**src/rtl/pwm_ramp_sequencer.sv**
```systemverilog
// pwm_ramp_sequencer: steps a 16-bit PWM duty register toward a target, sharing the byte write port with the host.
// Optional PWM_SEQ_SNOOP_EN: host writes to the duty bytes also update cur_duty.
module pwm_ramp_sequencer #(
    parameter int                ADDR_W  = 5,
    parameter logic [ADDR_W-1:0] LO_ADDR = 5'h4,
    parameter logic [ADDR_W-1:0] HI_ADDR = 5'h5
) (
    input  logic              i_clk,
    input  logic              i_rst_n,
    input  logic              i_start,
    input  logic              i_abort,
    input  logic [15:0]       i_target,
    input  logic [15:0]       i_step,
    input  logic [15:0]       i_interval,
    output logic              o_busy,
    output logic              o_done,
    output logic [15:0]       o_cur_duty,
    input  logic              i_host_we,
    input  logic [ADDR_W-1:0] i_host_addr,
    input  logic [7:0]        i_host_wdata,
    output logic              o_host_ack,
    output logic              o_wr_en,
    output logic [ADDR_W-1:0] o_wr_addr,
    output logic [7:0]        o_wr_data
);
    typedef enum logic [1:0] {IDLE, WAIT, WR_LO, WR_HI} state_t;

    state_t      r_state, w_next_state;
    logic [15:0] r_target, r_step, r_interval, r_cnt, r_cur;
    logic        r_done;
    logic [16:0] w_sum, w_diff;
    logic [15:0] w_next_d, w_ivl, w_cur_nxt;
    logic        w_start_ok, w_start_nop, w_seq_lo, w_seq_hi;

    // 17-bit arithmetic so the step saturates at the target instead of wrapping
    assign w_sum    = {1'b0, r_cur} + {1'b0, r_step};
    assign w_diff   = {1'b0, r_cur} - {1'b0, r_step};
    assign w_next_d = (r_cur < r_target) ? ((w_sum > {1'b0, r_target}) ? r_target : w_sum[15:0])
                    : (r_cur > r_target) ? ((w_diff[16] || w_diff[15:0] < r_target) ? r_target : w_diff[15:0])
                    : r_target;

    assign w_ivl       = (i_interval == 16'd0) ? 16'd1 : i_interval;
    assign w_start_ok  = (r_state == IDLE) && i_start && !i_abort;
    assign w_start_nop = w_start_ok && (i_step == 16'd0 || i_target == r_cur);

    assign w_seq_lo   = (r_state == WR_LO) && !i_host_we && !i_abort;
    assign w_seq_hi   = (r_state == WR_HI);
    assign o_host_ack = i_rst_n && i_host_we && !w_seq_hi;
    assign o_wr_en    = o_host_ack || (i_rst_n && (w_seq_lo || w_seq_hi));
    assign o_wr_addr  = w_seq_hi ? HI_ADDR : w_seq_lo ? LO_ADDR : i_host_addr;
    assign o_wr_data  = w_seq_hi ? w_next_d[15:8] : w_seq_lo ? w_next_d[7:0] : i_host_wdata;

    assign o_busy     = (r_state != IDLE);
    assign o_done     = r_done;
    assign o_cur_duty = r_cur;

    always_comb begin
        w_next_state = r_state;
        case (r_state)
            IDLE:  w_next_state = (w_start_ok && !w_start_nop) ? WAIT : IDLE;
            WAIT:  w_next_state = i_abort ? IDLE : (r_cnt <= 16'd1) ? WR_LO : WAIT;
            WR_LO: w_next_state = i_abort ? IDLE : i_host_we ? WR_LO : WR_HI;
            WR_HI: w_next_state = (i_abort || w_next_d == r_target) ? IDLE : WAIT;
        endcase
    end

    always_comb begin
        w_cur_nxt = w_seq_hi ? w_next_d : r_cur;
`ifdef PWM_SEQ_SNOOP_EN
        if (o_host_ack && i_host_addr == LO_ADDR) w_cur_nxt[7:0] = i_host_wdata;
        if (o_host_ack && i_host_addr == HI_ADDR) w_cur_nxt[15:8] = i_host_wdata;
`endif
    end

    always_ff @(posedge i_clk or negedge i_rst_n) begin
        if (!i_rst_n) r_state <= IDLE;
        else          r_state <= w_next_state;
    end

    always_ff @(posedge i_clk or negedge i_rst_n) begin
        if (!i_rst_n) begin
            r_target   <= 16'd0;
            r_step     <= 16'd0;
            r_interval <= 16'd0;
            r_cnt      <= 16'd0;
            r_cur      <= 16'd0;
            r_done     <= 1'b0;
        end else begin
            r_done <= w_start_nop || (w_seq_hi && !i_abort && w_next_d == r_target);
            r_cur  <= w_cur_nxt;
            if (w_start_ok) begin
                r_target   <= i_target;
                r_step     <= i_step;
                r_interval <= w_ivl;
                r_cnt      <= w_ivl;
            end else if (r_state == WAIT) begin
                r_cnt <= r_cnt - 16'd1;
            end else if (w_seq_hi) begin
                r_cnt <= r_interval;
            end
        end
    end
endmodule
```
**config.mk**
```make
export PLATFORM = sky130hd
export DESIGN_NAME = pwm_ramp_sequencer
export DESIGN_NICKNAME = d
export VERILOG_FILES = /design/src/rtl/pwm_ramp_sequencer.sv
export SDC_FILE = /design/constraint.sdc
export NUM_CORES = 1
export LEC_CHECK = 0
export CAP_MARGIN = 20
export CORE_ASPECT_RATIO = 1.75
export CORE_MARGIN = 1
export CORE_UTILIZATION = 50
export CTS_CLUSTER_DIAMETER = 40
export DETAILED_ROUTE_END_ITERATION = 10
export PLACE_DENSITY = 0.76
export REMOVE_ABC_BUFFERS = 1
export SLEW_MARGIN = 10
export SYNTH_ARGS = -nofsm -noshare
export SYNTH_HDL_FRONTEND = slang
export SYNTH_SLANG_ARGS = --single-unit
export TNS_END_PERCENT = 100
```
**constraint.sdc**
```tcl
create_clock -name i_clk -period 5 [get_ports i_clk]
set_input_delay 0.75 -clock i_clk [delete_from_list [all_inputs] [get_ports i_clk]]
set_output_delay 0.75 -clock i_clk [all_outputs]
set_load 0.01 [all_outputs]
```
==> impl_results.md, run 1 <==
* Grt ovf at 1
* Clock buffer depth at 2
* Site Rows at 59
* Run status: aborted with a tool error
* Flops & latches, synth at a little over 80
* Routability cong. at 1.05
* IO buf count at 98
* Predominant post-synthesis flop cell: dfrtp_1
* Area contributors post-synth: dfrtp_1, ha_1, nand2_1, o21ai_0, a21oi_1
* Syn_area_per_cell at 8.08 µm²
* Detailed placement HPWL at 24700 µm
* GR Util All Layers at between 50% and 60%
* Post-Syn Area at roughly 0.0077 mm²
* Area fraction of the dominant cell type after synthesis at between 20% and 30%
* Last stage: global routing (5_1_grt)
* Mapped Cells at approximately 960
* Biggest area consumer among synthesized cells: dfrtp_1
* Stop err: [ERROR GRT-0116] Global routing finished with congestion. Check the congestion regions in the DRC Viewer.
* I/O Pins at 99
* CTS root buf: clkbuf_16
* YS warnings at 0
* Number of global-route vias before repair at around 11000
* Die height at 166 µm
* Most instantiated cells after synthesis: nand2_1, dfrtp_1, o21ai_0
* Cell variety after synth at 84
* TritonCTS sink count at 83
* Die width at 96.0 µm
* Largest net degree at the start of global routing at 46
* CTS H-tree depth at 3
* Dpl cell area at 0.0103 mm²
* Number of flops mapped to enable cells by yosys at 0
* CTS Buf Count at 9
* Register area share after synthesis at 26.9%
* Global-route wire length before repair at ~60000 µm
* Initial Util at ~52%
* Top-count cell post-synth: nand2_1
* Asr flop ratio synth at 100%
==> stage by stage <==
stage          util [%]  worst slack (ns)  cells
4_1_cts            79.4            -0.451   1517
3_3_place_gp       68.5            -0.713   1403
2_1_floorplan         -            -0.388    913
3_5_place_dp       68.5            -0.777   1403
==> layer usage <==
layer / GRT overflow / GRT usage (%)
met5: 0 / 0
met3: 0 / 23.7
met2: 1 / 78.1
met4: 0 / 51.2
met1: 0 / 46.7
==> logic make-up after synthesis <==
family | Yosys count | share of synthesized area, %
AOI/OAI and AO/OA | 277 | 24.1
buffers and inverters | 104 | 6.03
adders and majority gates | 83 | 13.6
muxes | 11 | 1.49
xor gates and xnor gates | 54 | 6.66
and+or+nand+nor | 344 | 21.2
DFF | 83 | 26.9
==> timing repair <==
action,4_1_cts
setup buffers,103
setup endpoints to repair,11
gates resized for setup,168
gates cloned,0
hold buffers,0
pin swaps,59
==> run 2, diff against run 1 <==
--- a/config.mk
+++ b/config.mk
@@ -6,12 +6,10 @@
 export NUM_CORES = 1
 export LEC_CHECK = 0
 export CAP_MARGIN = 20
-export CORE_ASPECT_RATIO = 1.75
 export CORE_MARGIN = 1
-export CORE_UTILIZATION = 50
-export CTS_CLUSTER_DIAMETER = 40
+export CORE_UTILIZATION = 35
 export DETAILED_ROUTE_END_ITERATION = 10
-export PLACE_DENSITY = 0.76
+export PLACE_DENSITY_LB_ADDON = 0.15
 export REMOVE_ABC_BUFFERS = 1
 export SLEW_MARGIN = 10
 export SYNTH_ARGS = -nofsm -noshare
==> constraint.sdc (replaced) <==
create_clock -name i_clk -period 6.5 [get_ports i_clk]
set_input_delay 0.975 -clock i_clk [delete_from_list [all_inputs] [get_ports i_clk]]
set_output_delay 0.975 -clock i_clk [all_outputs]
set_load 0.01 [all_outputs]
==> impl_results.md, run 2 <==
* Worst reg2reg endpoint: o_done$_DFF_PN0_
* Skew final at 0.0163 ns
* Cell variety after synth at 84
* Placed cells at between 1000 and 1500
* Critical Path End Type: primary output
* Initial antenna violation count at 0
* I/O Pins at 99
* Final min period at between 6 and 7 ns
* Reg2reg start: o_cur_duty[5]$_DFFE_PN0P_
* WS Path Type: reg2out
* CTS H-tree depth at 3
* Routability cong. at 0.962
* Site Rows at 53
* Worst path required time at 5.52 ns
* IO buf count at 98
* Logic pwr share at between 60% and 70%
* Antenna-violating nets left at 0
* Detailed placement HPWL at approximately 23000 µm
* DR DRC count at 0
* Critical Path Fanout Max at 8
* Max cap viols at 0
* Top-count cell post-synth: nand2_1
* Global-route wire length before repair at 43700 µm
* Power share of the clock group at 13.5%
* Startpoint types: flop
* Mapped Cells at 956
* Area of the die at 0.0227 mm²
* R2R Setup Slk at ~1.2 ns
* Psw at 0.00192 W
* Grt ovf at 0
* NumNets Final at 1230
* TritonCTS sink count at 83
* Largest net degree at the start of global routing at 56
* Leakage power at 4.43 nW
* Final Hold Viols at 0
* Routed wire length at 28700 µm
* Final number of setup-violating endpoints at 0
* Biggest area consumer among synthesized cells: dfrtp_1
* Unrepaired setup endpoints after global routing: true
* Critical path arrival at 5.39 ns
* Most frequent cells in the layout: nand2_1, clkdlybuf4s50_1, dfrtp_1
* VDD IR max at 161 µV
* Final Max Slew Viols at 0
* Routed WL per cell at around 21 µm
* Run status: completed
* PnR worst setup slack at 0.133 ns
* Drt pass-1 iters at 5
* YS warnings at 0
* Clock buffer depth at 2
* DP Worst Slack at -0.0860 ns
* DR vias at 7735
* Sw frac at between 40 and 50%
* Power Dens Cells at 401 mW/mm²
* Hold path endpoint: r_interval[12]$_DFFE_PN0P_
* Number of global-route vias before repair at 7526
* Die height at about 150 µm
* Syn_area_per_cell at 8.08 µm²
* Commonest non-fill, non-tap cell in the layout: nand2_1
* Starting DRC count in detailed routing at 391
* Hold Path Origin: r_interval[12]$_DFFE_PN0P_
* Initial Util at 36.2%
* Crit share post-route at 98.0%
* Area fraction of the dominant cell type after synthesis at 26.9%
* Hold Path Stages at 2
* Flop pwr share at 19.0%
* Most instantiated cells after synthesis: nand2_1, dfrtp_1, o21ai_0
* Final non-filler cell total at 1361
* Flops & latches, synth at 83
* Register clock-pin slew on the reported worst setup and hold paths at 0.08 ns
* CTS tree: built
* Core Footprint at 0.0214 mm²
* Clk Latency, worst-skew pair at 0.36 ns
* Via-to-Cell Ratio at 5.68
* Internal power component at 0.00204 W
* Number of flops mapped to enable cells by yosys at 0
* Max Fclk at 157 MHz
* Worst Reg-to-Reg Cells at 18
* CTS root buf: clkbuf_16
* Register area share after synthesis at between 20% and 30%
* Post-Syn Area at between 0.007 and 0.008 mm²
* Share of cells above drive strength 1 at between 10 and 15%
* Die width at 151 µm
* Antenna cells at 0
* Worst Tran Pin Value at 0.805 ns
* Min-delay worst type: reg2reg
* GR Util All Layers at 26.2%
* Slew HR at between 40% and 50%
* Area contributors post-synth: dfrtp_1, ha_1, nand2_1, o21ai_0, a21oi_1
* P&R area growth vs syn at 27.8%
* Predominant post-synthesis flop cell: dfrtp_1
* Asr flop ratio synth at 100%
* CTS Buf Count at 9
## run 2: worst max path at each step
stage	startpoint	to	slack, ns
after CTS	r_step[0]$_DFFE_PN0P_	o_wr_data[6]	0.02
after detailed placement	r_step[0]$_DFFE_PN0P_	o_wr_data[1]	-0.09
final	o_cur_duty[5]$_DFFE_PN0P_	o_wr_data[7]	0.13
after floorplan	o_cur_duty[3]$_DFFE_PN0P_	o_wr_data[5]	0.89
after global placement	r_step[0]$_DFFE_PN0P_	o_wr_data[1]	-0.07
after global routing	o_cur_duty[2]$_DFFE_PN0P_	o_wr_data[7]	-0.06
## run 2: logic make-up after synthesis
| kind of cell | count (synthesis) | share of synthesized area, % |
|---|---|---|
| flops | 83 | 26.9 |
| buf+inv | 104 | 6.03 |
| compound gates | 277 | 24.1 |
| mux | 11 | 1.49 |
| simple gates | 344 | 21.2 |
| xor+xnor | 54 | 6.66 |
| fa+ha+maj | 83 | 13.6 |
## run 2: metal layers
layer | vias to the layer above | GRT usage [%] | share of wire [%]
met3 | 44 | 3.09 | 4.8
met4 | 0 | 10.4 | 3.4
met5 | - | 0 | 0
met1 | 3739 | 35.3 | 45
li1 | 3719 | - | -
met2 | 233 | 42.3 | 46
## run 2: timing repair
action,in CTS,in global routing
gates resized for setup,26,45
setup endpoints to repair,8,8
setup buffers,9,3
hold buffers,0,0
pin swaps,6,8
## run 2: stage by stage
step	total power, W	util (%)	TNS (ns)	hold WS [ns]	area, µm²
2_1_floorplan	0.00223	-	0	0.438	7490
3_3_place_gp	0.00307	43.0	-0.0706	0.451	9170
3_5_place_dp	0.00305	43.0	-0.134	0.456	9170
4_1_cts	0.00378	45.1	0	0.476	9630
5_1_grt	0.00423	46.2	-0.0903	0.503	9870
6_report	0.00396	46.2	0	0.472	9870
## run 2: critical path: stages, from the launching register on
cell and delay (ns):
dfrtp_2 0.48, ha_2 0.25, nor2b_1 0.16, or2_2 0.30, a221o_1 0.37, o211ai_1 0.26
and2_2 0.20, xnor2_1 0.13, buf_4 0.18, ha_1 0.25, a21o_1 0.22, a2111oi_4 0.42
o31ai_4 0.14, a22oi_2 0.26, nand2_2 0.19, buf_4 0.23, o21ai_0 0.15, o21ai_0 0.18
nand2_1 0.13, clkdlybuf4s50_1 0.54
## run 2: layout make-up
type	count	area [µm²]
fillers	2172	11500
clock buffers	9	225
inverters	61	229
repair buffers	157	1440
flip-flops and latches	83	2080
multi-input cells	769	5490
well taps	275	344
clock inverters	7	67.6
## run 2: power groups by stage
stage          sequential (W)  clock, W  combinational, W
2_1_floorplan        0.000738         0           0.00149
3_3_place_gp         0.000755         0           0.00231
3_5_place_dp         0.000754         0           0.00230
4_1_cts              0.000748  0.000545           0.00248
5_1_grt              0.000768  0.000564           0.00290
6_report             0.000751  0.000535           0.00268
No activity file was read; power rests on OpenSTA's default activity.
==> run 3, diff against run 2 <==
--- a/config.mk
+++ b/config.mk
@@ -6,8 +6,8 @@
 export NUM_CORES = 1
 export LEC_CHECK = 0
 export CAP_MARGIN = 20
-export CORE_MARGIN = 1
 export CORE_UTILIZATION = 35
+export CTS_CLUSTER_DIAMETER = 50
 export DETAILED_ROUTE_END_ITERATION = 10
 export PLACE_DENSITY_LB_ADDON = 0.15
 export REMOVE_ABC_BUFFERS = 1
==> constraint.sdc (replaced) <==
create_clock -name i_clk -period 6.5 [get_ports i_clk]
set_input_delay 1.3 -clock i_clk [delete_from_list [all_inputs] [get_ports i_clk]]
set_output_delay 1.3 -clock i_clk [all_outputs]
set_load 0.01 [all_outputs]
==> impl_results.md, run 3 (synthesis results as in run 2) <==
* Grt ovf at 0
* Critical Path Fanout Max at 15
* Number of global-route vias before repair at ~7800
* Drt pass-1 iters at 5
* Commonest non-fill, non-tap cell in the layout: nand2_1
* Hold Path Stages at 2
* TritonCTS sink count at 83
* CP top delay family: simple AND/OR/NAND/NOR gates
* Dpl cell area at 0.00939 mm²
* Run status: finished with violations
* Share of cells above drive strength 1 at about 18%
* Worst reg2reg endpoint: o_done$_DFF_PN0_
* Area of the die at 0.0227 mm²
* Post-CTS Hold Buffers at 0
* Min-delay worst type: reg2reg
* Clk Latency, worst-skew pair at 0.36 ns
* Die width at ~150 µm
* WS Path Type: reg2out
* Initial Util at 36.2%
* Global-route wire length before repair at 44900 µm
* Leakage power at 4.60 nW
* Via-to-Cell Ratio at 5.68
* Clock buffer depth at 2
* Crit share post-route at 101%
* Detailed placement HPWL at 22900 µm
* Critical path cell sequence: ha_1 -> nor2b_1 -> o211ai_1 -> buf_4 -> a21o_1 -> a211oi_2 -> or3_4 -> nand2_1 -> inv_1 -> ha_1 -> and4_4 -> a221o_1 -> a31oi_2 -> or4b_4 -> buf_12 -> o22ai_1 -> a21oi_2 -> a22oi_2 -> nand2_1 -> clkdlybuf4s50_1
* Largest net degree at the start of global routing at 60
* GR Util All Layers at 26.9%
* PnR worst setup slack at -0.0330 ns
* DR DRC count at 0
* CTS H-tree depth at 3
* CTS root buf: clkbuf_16
* Reg2reg start: o_cur_duty[1]$_DFFE_PN0P_
* Max cap viols at 0
* Unrepaired setup endpoints after global routing: true
* Slowest CP cell: or4b_4
* Failing checks: setup timing
* VDD IR max at roughly 200 µV
* Site Rows at 53
* Hold Path Origin: r_interval[15]$_DFFE_PN0P_
* IO buf count at 98
* Critical Path End Type: primary output
* Buf/Inv on CP at 4
* DR vias at 7889
* Core Footprint at around 0.021 mm²
* Die height at ~150 µm
* Startpoint types: flop
* Fill cell count at 2139
* Final Hold Viols at 0
* Worst Tran Pin Value at about 1 ns
* I/O Pins at 99
* Antenna cells at 0
* Worst path required time at 5.20 ns
* CTS tree: built
* Max Fclk at 153 MHz
* Slew HR at 30.8%
* Routed wire length at 29500 µm
* Initial antenna violation count at 0
* R2R Setup Slk at around 1.2 ns
* Final number of setup-violating endpoints at 1
* Register clock-pin slew on the reported worst setup and hold paths at roughly 0.08 ns
* Hold path endpoint: r_interval[15]$_DFFE_PN0P_
* Skew final at 0.0144 ns
* Crit path largest cell delay at 0.60 ns
* Critical path arrival at 5.23 ns
* Final Max Slew Viols at 0
* Power Dens Cells at 410 mW/mm²
* Routed WL per cell at 21.2 µm
* Overall Power at between 0.004 and 0.005 W
* Worst Reg-to-Reg Cells at 20
* NumNets Final at about 1300
* CTS Buf Count at 9
* Most frequent cells in the layout: nand2_1, clkdlybuf4s50_1, buf_4
* Final min period at 6.53 ns
* Routability cong. at 0.948
* P&R area growth vs syn at 31.9%
* Finished Cell Area at 0.0102 mm²
* Starting DRC count in detailed routing at about 580
* Antenna-violating nets left at 0
[run 3: cell count changes in the layout (fill, tap and decap cells not counted), sizes merged]
cell	previous run	this run
dlygate4sd2	0	4
buf	60	90
dlymetal6s2s	4	1
clkdlybuf4s50	93	90
inv	66	64
bufinv	0	2
clkdlybuf4s15	0	1
[run 3: repair_timing]
action | CTS | global route
resized for setup | 47 | 49
cloned | 1 | 0
setup endpoints to repair | 8 | 8
pin swaps | 6 | 18
buffers inserted | 7 | 6
[run 3: report_power, final]
part	total, W	internal (W)	switching, W
sequential	0.000748	0.000633	0.000115
combinational	0.00282	0.00124	0.00159
clock	0.000604	0.000344	0.000259
[run 3: stage by stage]
step                      util [%]  setup slack (ns)  setup TNS [ns]  hold slack, ns  std cells
after floorplan                  -             0.562               0           0.438        913
after global placement        44.0          -0.00246        -0.00246           0.451       1360
after detailed placement      44.0           -0.0941          -0.470           0.456       1360
after CTS                     46.5           -0.0204         -0.0204           0.474       1384
after global routing          47.7            -0.194          -0.378           0.487       1390
final                         47.7           -0.0330         -0.0330           0.473       1390
[run 3: metal layers]
metal	up-vias	GRT usage [%]	wire length [µm]
met5	-	0	0
met4	0	11.1	1030
met3	48	3.61	1940
met2	306	43.7	13700
met1	3775	35.8	12900
li1	3760	-	-
[run 3: layout make-up]
class                   instances  area [µm²]  area share, %
inverters                      61         229           2.25
clock inverters                 7         106           1.04
multi-input cells             769        5540           54.4
repair buffers                186        1660           16.3
well taps                     275         344           3.38
flip-flops and latches         83        2080           20.4
clock buffers                   9         225           2.21
[run 3: worst register-to-register path: cells and delay by family, from the launching register on]
kind            cells  cell delay (ns)
buf+inv             3             0.41
simple gates        7             2.03
flops               1             0.44
fa+ha+maj           2             0.62
compound gates      8             1.72
[run 3: worst max path at each step]
stage,slack (ns),startpoint,cells after the start,endpoint
after floorplan,0.56,o_cur_duty[3]$_DFFE_PN0P_,17,o_wr_data[5]
after global placement,-0.002,o_cur_duty[0]$_DFFE_PN0P_,18,o_wr_data[0]
after detailed placement,-0.09,o_cur_duty[0]$_DFFE_PN0P_,19,o_wr_data[7]
after CTS,-0.02,o_cur_duty[0]$_DFFE_PN0P_,18,o_wr_data[0]
after global routing,-0.19,o_cur_duty[1]$_DFFE_PN0P_,20,o_wr_data[7]
final,-0.03,o_cur_duty[1]$_DFFE_PN0P_,20,o_wr_data[7]
